<file path="src/rtl/bcd_serial_add_ctrl.sv">
// Digit-serial packed-BCD adder controller: one digit add/correct per clock, LSD first,
// with a start/busy/done handshake and a sticky flag for non-BCD operand digits.
module bcd_serial_add_ctrl #(
    parameter int DIGITS = 4
) (
    input  logic                  CLOCK_50,
    input  logic                  RESETN,
    input  logic                  start,
    input  logic [4*DIGITS-1:0]   a_bcd,
    input  logic [4*DIGITS-1:0]   b_bcd,
    input  logic                  cin,
    output logic [4*DIGITS-1:0]   sum_bcd,
    output logic                  cout,
    output logic                  busy,
    output logic                  done,
    output logic                  err
);
    localparam int W  = 4 * DIGITS;
    localparam int CW = $clog2(DIGITS);
    localparam logic [CW-1:0] LAST = CW'(DIGITS - 1);

    typedef enum logic [1:0] {IDLE, ADD, DONE} state_t;

    state_t          state;
    logic [W-1:0]    a_sh;
    logic [W-1:0]    b_sh;
    logic [W-1:0]    res_sh;
    logic [CW-1:0]   cnt;
    logic            carry;

    logic [3:0]      a_dig;
    logic [3:0]      b_dig;
    logic [4:0]      s;
    logic            carry_nxt;
    logic [3:0]      dig;
    logic [W-1:0]    res_nxt;
    logic            bad_dig;

    // Single-digit add/correct stage shared by every digit position.
    always_comb begin
        a_dig     = a_sh[3:0];
        b_dig     = b_sh[3:0];
        s         = {1'b0, a_dig} + {1'b0, b_dig} + {4'b0000, carry};
        carry_nxt = (s > 5'd9);
        dig       = carry_nxt ? 4'(s - 5'd10) : s[3:0];
        res_nxt   = {dig, res_sh[W-1:4]};
        bad_dig   = (a_dig > 4'd9) || (b_dig > 4'd9);
    end

    // NOTE: all state uses non-blocking assignments so every register samples
    // pre-edge values; the datapath registers are reset too, which keeps a
    // mid-operation abort fully deterministic.
    always_ff @(posedge CLOCK_50 or negedge RESETN) begin
        if (!RESETN) begin
            state   <= IDLE;
            a_sh    <= '0;
            b_sh    <= '0;
            res_sh  <= '0;
            cnt     <= '0;
            carry   <= 1'b0;
            sum_bcd <= '0;
            cout    <= 1'b0;
            busy    <= 1'b0;
            done    <= 1'b0;
            err     <= 1'b0;
        end else begin
            case (state)
                IDLE: begin
                    done <= 1'b0;
                    busy <= 1'b0;
                    if (start) begin
                        a_sh  <= a_bcd;
                        b_sh  <= b_bcd;
                        carry <= cin;
                        cnt   <= '0;
                        err   <= 1'b0;
                        busy  <= 1'b1;
                        state <= ADD;
                    end
                end
                ADD: begin
                    a_sh   <= a_sh >> 4;
                    b_sh   <= b_sh >> 4;
                    res_sh <= res_nxt;
                    carry  <= carry_nxt;
                    cnt    <= cnt + 1'b1;
                    if (bad_dig) begin
                        err <= 1'b1;
                    end
                    // Last digit: publish the whole result in the same edge.
                    if (cnt == LAST) begin
                        sum_bcd <= res_nxt;
                        cout    <= carry_nxt;
                        done    <= 1'b1;
                        state   <= DONE;
                    end
                end
                DONE: begin
                    done  <= 1'b0;
                    busy  <= 1'b0;
                    state <= IDLE;
                end
                default: state <= IDLE;
            endcase
        end
    end
endmodule

</file>
<file path="config.mk">
export PLATFORM = sky130hd
export DESIGN_NAME = bcd_serial_add_ctrl
export DESIGN_NICKNAME = d
export VERILOG_FILES = /design/src/rtl/bcd_serial_add_ctrl.sv
export SDC_FILE = /design/constraint.sdc
export NUM_CORES = 1
export LEC_CHECK = 0
export CAP_MARGIN = 20
export CORE_MARGIN = 2
export CORE_UTILIZATION = 52
export CTS_CLUSTER_SIZE = 20
export DETAILED_ROUTE_END_ITERATION = 10
export GPL_ROUTABILITY_DRIVEN = 1
export PLACE_DENSITY = 0.79
export REMOVE_ABC_BUFFERS = 1
export SYNTH_ARGS = -nofsm -noshare
export SYNTH_HDL_FRONTEND = slang
export SYNTH_SLANG_ARGS = --single-unit
export TNS_END_PERCENT = 100
</file>
<file path="constraint.sdc">
create_clock -name CLOCK_50 -period 4.5 [get_ports CLOCK_50]
set_clock_uncertainty 0.05 [all_clocks]
set_input_delay 0.45 -clock CLOCK_50 [delete_from_list [all_inputs] [get_ports CLOCK_50]]
set_output_delay 0.45 -clock CLOCK_50 [all_outputs]
set_load 0.01 [all_outputs]
</file>
==> results of run 1 <==
[worst max-delay path: stages (launching register included)]
cell and delay [ps]:
dfrtp_1 400, fa_1 490, fa_1 460, xnor2_1 280
ha_1 350, nand2b_1 80, a221o_1 290, nor4_1 280
a21oi_1 90, a21oi_1 140
[report_power, final]
group	switching [mW]	internal [mW]	total (mW)
Combinational	0.707	0.639	1.35
Clock	0.215	0.192	0.407
Sequential	0.174	0.900	1.07
[final cells by class]
type	instances	share of cell area (%)
multi-input cells	195	32.7
clock buffers	11	3.47
inverters	6	0.595
repair buffers	57	14.8
clock inverters	3	0.397
flip-flops and latches	69	45.6
well taps	72	2.38
[sequential cells by signal, indices dropped and copies added, names as in the netlist]
signal	flops
b_sh	16
busy	1
done	1
res_sh	12
cnt	2
sum_bcd	16
state	2
cout	1
carry	1
a_sh	16
err	1
[cell usage in the layout (no fill, tap or decap), drive strengths merged, types with 2 or more instances in the layout]
cell / instances
nand2: 71
dfrtp: 69
clkdlybuf4s50: 54
o21ai: 30
mux2i: 26
a21oi: 13
clkbuf: 11
mux2: 10
nor2: 9
a22o: 9
inv: 6
ha: 5
a21o: 3
clkinv: 3
buf: 3
nand2b: 2
fa: 2
[routing by layer]
metal	routed length, µm	vias up
met4	98	0
met2	2930	42
met5	0	-
li1	-	1088
met3	207	9
met1	2810	1057
[stage by stage]
step	utilization, %	cells	worst slack (ps)
global route	67.5	413	1270
floorplan	-	270	1770
finish	67.5	413	1520
detailed placement	64.9	399	1510
CTS	67.5	413	1510
global placement	64.9	399	1640
[worst min-delay path by stage]
| stage | start | to | slack, ps |
|---|---|---|---|
| global route | RESETN | cnt[1]$_DFFE_PN0P_ | 220 |
| finish | RESETN | b_sh[9]$_DFFE_PN0P_ | 170 |
| CTS | RESETN | b_sh[14]$_DFFE_PN0P_ | 190 |
| detailed placement | res_sh[6]$_DFFE_PN0P_ | sum_bcd[2]$_DFFE_PN0P_ | 400 |
| global placement | res_sh[5]$_DFFE_PN0P_ | sum_bcd[1]$_DFFE_PN0P_ | 400 |
| floorplan | RESETN | a_sh[0]$_DFFE_PN0P_ | 100 |
[cell families after synthesis]
kind of cell    synth area share, %
simple gates                   11.7
xor+xnor                      0.287
fa+ha+maj                      3.36
flops                          56.5
buf+inv                        3.03
mux                            12.2
compound gates                 12.9
==> impl_metrics.tcl, run 1 <==
set metrics [dict create \
    cts_hold_buffers 0 \
    worstMarginPinSlew_ps 829 \
    viasPerCell 5.32 \
    firstDrtPassIters 4 \
    multi_input_area_um2 1240 \
    startpoint "a_sh[0]$_DFFE_PN0P_" \
    post-dp-hpwl_um 4180 \
    io_buffer_count 55 \
    synth_area_leaders "dfrtp_1 (56%), mux2i_1 (8.5%), nand2_1 (8.5%), mux2_2 (3.7%), o21ai_0 (3.4%)" \
    ir_drop_mv 0.374 \
    cts.sinks 69 \
    ys_seq_elements 69 \
    grt_pass1_vias 2181 \
    critPathKind "flop to flop" \
    r2r-start "a_sh[0]$_DFFE_PN0P_" \
    rows 27 \
    wire_per_inst_um 14.7 \
    antenna_found_initial 0 \
    cts_resized 0 \
    ys_types 36 \
    p_leak_nw 1.81 \
    clock.fmax_mhz 335 \
    fp.dieH_um 80.7 \
    yosys-top-cells-count "dfrtp_1 (69), nand2_1 (69), mux2i_1 (26)" \
    hold_class "input pin to asynchronous set/reset pin" \
    synthCells 283 \
    power.density_nw_per_um2 747 \
    grtUsageMet2_pct 34.3 \
    core-area_um2 5610 \
    end_kind "flop" \
    fin_area_um2 3780 \
    diodes 0 \
    ys_seq_area_share_pct 56.5 \
    syn-cell-area_um2 3060 \
    detailroute.via_count 2196 \
    setup_viol 0 \
    dieArea_um2 6510 \
    reg2reg_slack_ps 1520 \
    final_nets 381 \
    initial_core_util_pct 54.5 \
    num-fill-cells 448 \
    power_mw 2.83 \
    cts_tree "built" \
    avgSynthCellArea_um2 10.8 \
    status "finished clean" \
    yosys_warnings 0 \
    synth_top_cell_area_share_pct 56.5 \
    ff_latch_area_um2 1730 \
    routabilityCongestion 0.817 \
    relSlewSlack_pct 44.7 \
    root_buffer "clkbuf_8" \
    ys.flop_type "dfrtp_1" \
    grt_max_degree 67 \
    startpoint_type "flop" \
    endpoint "sum_bcd[14]$_DFFE_PN0P_" \
    top_usage_layer "met2" \
    overflow 0 \
    die_x_um 80.7 \
    period_needed_ps 2980 \
    maxCapViolCount 0 \
    rsz0062_at_grt "no" \
    htreeDepth 3 \
    place_area_um2 3640 \
    synth_largest_area_cell "dfrtp_1" \
    crit_fanout 7 \
    finalCritPeriodShare_pct 66.3 \
    antenna_left 0 \
    ioPinCount 56 \
    grtUsageMet3_pct 4.04 \
    clk_path_buf_depth 2 \
    timing.hold.ws_ps 168 \
    drive_above_1_share_pct 9.38 \
    met1_usage_pct 27.3 \
    syn2layout_area_growth_pct 23.8 \
    worstPathArrival_ps 3190 \
    r2r_end "sum_bcd[14]$_DFFE_PN0P_" \
    synth-edff-count 0 \
    reg2regPathDepth 9 \
    grt_pass1_wl_um 10100 \
    post_cts_buffers 0 \
    drc 0 \
    cts_buffers 9 \
    hold_violations 0 \
    insertion_delay_ps 330 \
    maxSlewViolCount 0 \
    finalSetupTns_ps 0 \
    worst_ep_required_time_ps 4710 \
    path_clk_slew_ps 70 \
    first_iter_violations 142 \
    synthArstFlopShare_pct 100 \
    routed_wirelength_um 6050 \
    grtUsageTotal_pct 20.8 \
]
Power figures use the tool's default switching activity.
==> run 2, diff against run 1 <==
clock period = 2.8 ns   (was 4.5 ns; I/O delays follow)
==> run 2 against run 1 <==
Hold slack got worse by 87 ps; cell area increased by 2.2%; clock power increased by 67%; non-clock buffer count increased by 5; core utilization increased by 1.5 points; sequential power increased by 62%; critical path depth unchanged; cell count increased by 1.5%; flip-flop and latch count unchanged; critical path type unchanged; largest power group unchanged; highest routed layer unchanged.
==> impl_metrics.tcl, run 2 (same netlist as run 1, synthesis figures left out) <==
set metrics [dict create \
    status "finished clean" \
    r2r-start "a_sh[0]$_DFFE_PN0P_" \
    overflow 0 \
    grt_pass1_wl_um 10100 \
    cp_common_cell "fa_2" \
    detailroute.via_count 2259 \
    power.density_nw_per_um2 1240 \
    maxSlewViolCount 0 \
    period_needed_ps 2670 \
    diodes 0 \
    grtUsageMet3_pct 3.37 \
    io_buffer_count 55 \
    insertion_delay_ps 330 \
    reg2reg_slack_ps 130 \
    core-area_um2 5610 \
    grtUsageTotal_pct 20.6 \
    place_ws_ps 37.0 \
    end_kind "flop" \
    path_buf_inv 2 \
    maxCapViolCount 0 \
    grtUsageMet2_pct 33.7 \
    routabilityCongestion 0.834 \
    die_x_um 80.7 \
    worstMarginPinSlew_ps 862 \
    finalCritPeriodShare_pct 95.4 \
    post_cts_buffers 0 \
    p_leak_nw 1.84 \
    crit_path_cell_trace "fa_2, fa_2, inv_1, ha_1, buf_4, a31o_1, o31ai_4, a21oi_2, a21oi_1" \
    cts.sinks 69 \
    cp_top_family "adder cells" \
    viasPerCell 5.39 \
    hold_violations 0 \
    worstPathArrival_ps 2870 \
    antenna_left 0 \
    dieArea_um2 6510 \
    timing.hold.ws_ps 80.3 \
    grt_max_degree 70 \
    startpoint_type "flop" \
    first_iter_violations 153 \
    drc 0 \
    crit_path_top_delay_cell "fa_2" \
    path_clk_slew_ps 70 \
    htreeDepth 3 \
    cts_buffers 9 \
    crit_fanout 6 \
    met1_usage_pct 27.1 \
    ir_drop_mv 0.676 \
    post-dp-hpwl_um 4180 \
    r2r_end "res_sh[13]$_DFFE_PN0P_" \
    antenna_found_initial 0 \
    hold_class "input pin to asynchronous set/reset pin" \
    cp_slowest_stage_delay_ps 550 \
    wire_per_inst_um 14.8 \
    final_nets 386 \
    initial_core_util_pct 54.5 \
    reg.largest.list "a_sh: 16 flops, b_sh: 16 flops, sum_bcd: 16 flops" \
    grt_pass1_vias 2201 \
    final_cell_mix "nand2_1 (69), dfrtp_1 (69), clkdlybuf4s50_1 (54), mux2i_1 (26), o21ai_0 (21)" \
    syn2layout_area_growth_pct 26.6 \
    relSlewSlack_pct 42.5 \
    routed_wirelength_um 6220 \
    num-fill-cells 460 \
    final_util_pct 69.0 \
    ioPinCount 56 \
    fin_ws_ps 130 \
    critPathKind "flop to flop" \
    firstDrtPassIters 4 \
    clk_path_buf_depth 2 \
    rows 27 \
    cts_tree "built" \
    clock.fmax_mhz 374 \
    fp.dieH_um 80.7 \
    setup_viol 0 \
    top_usage_layer "met2" \
    drive_above_1_share_pct 12.4 \
    root_buffer "clkbuf_8" \
    worst_ep_required_time_ps 3000 \
    reg2regPathDepth 9 \
]
-- run 2: cell count changes in the layout (fill, tap and decap cells not counted), moves of 2 or more --
cell	change
fa_2	+2
buf_4	+5
a21oi_2	+2
a21oi_1	-2
fa_1	-2
-- run 2: through the flow --
step	power [mW]	setup TNS (ps)	instance area, µm²	std cells
4_1_cts	4.68	0	3830	419
5_1_grt	5.17	-22.6	3870	419
3_5_place_dp	3.99	0	3680	404
3_3_place_gp	3.92	0	3680	404
6_report	4.79	0	3870	419
2_1_floorplan	3.18	0	2990	270
-- run 2: per-layer routing --
metal  up-vias  wire, µm
li1       1093         -
met1      1119      2890
met2        38      3070
met3         9       166
met4         0        97
met5         -         0
-- run 2: worst max-delay path by stage --
stage	start	to	cells after the start
finish	a_sh[0]$_DFFE_PN0P_	res_sh[13]$_DFFE_PN0P_	9
global route	a_sh[0]$_DFFE_PN0P_	res_sh[14]$_DFFE_PN0P_	9
CTS	a_sh[0]$_DFFE_PN0P_	sum_bcd[14]$_DFFE_PN0P_	9
detailed placement	a_sh[0]$_DFFE_PN0P_	res_sh[14]$_DFFE_PN0P_	9
global placement	a_sh[0]$_DFFE_PN0P_	res_sh[14]$_DFFE_PN0P_	9
floorplan	a_sh[0]$_DFFE_PN0P_	res_sh[14]$_DFFE_PN0P_	9
-- run 2: what timing repair did --
| action | CTS | global route |
|---|---|---|
| hold buffers | 0 | 0 |
| endpoints found under the setup margin | 0 | 4 |
| gates resized for setup | 0 | 7 |
-- run 2: layout make-up --
type | instances | area (µm²) | share of cell area, %
Tap cell | 72 | 90.1 | 2.33
Clock buffer | 13 | 149 | 3.85
Sequential cell | 69 | 1730 | 44.6
Multi-Input combinational cell | 195 | 1270 | 32.9
Timing Repair Buffer | 62 | 598 | 15.5
Clock inverter | 2 | 10.0 | 0.259
Inverter | 6 | 22.5 | 0.582
-- run 2: power by group --
part / internal, mW / switching [mW] / total, mW
clock: 0.339 / 0.340 / 0.679
combinational: 1.15 / 1.23 / 2.38
sequential: 1.45 / 0.282 / 1.73
total: 2.94 / 1.86 / 4.79
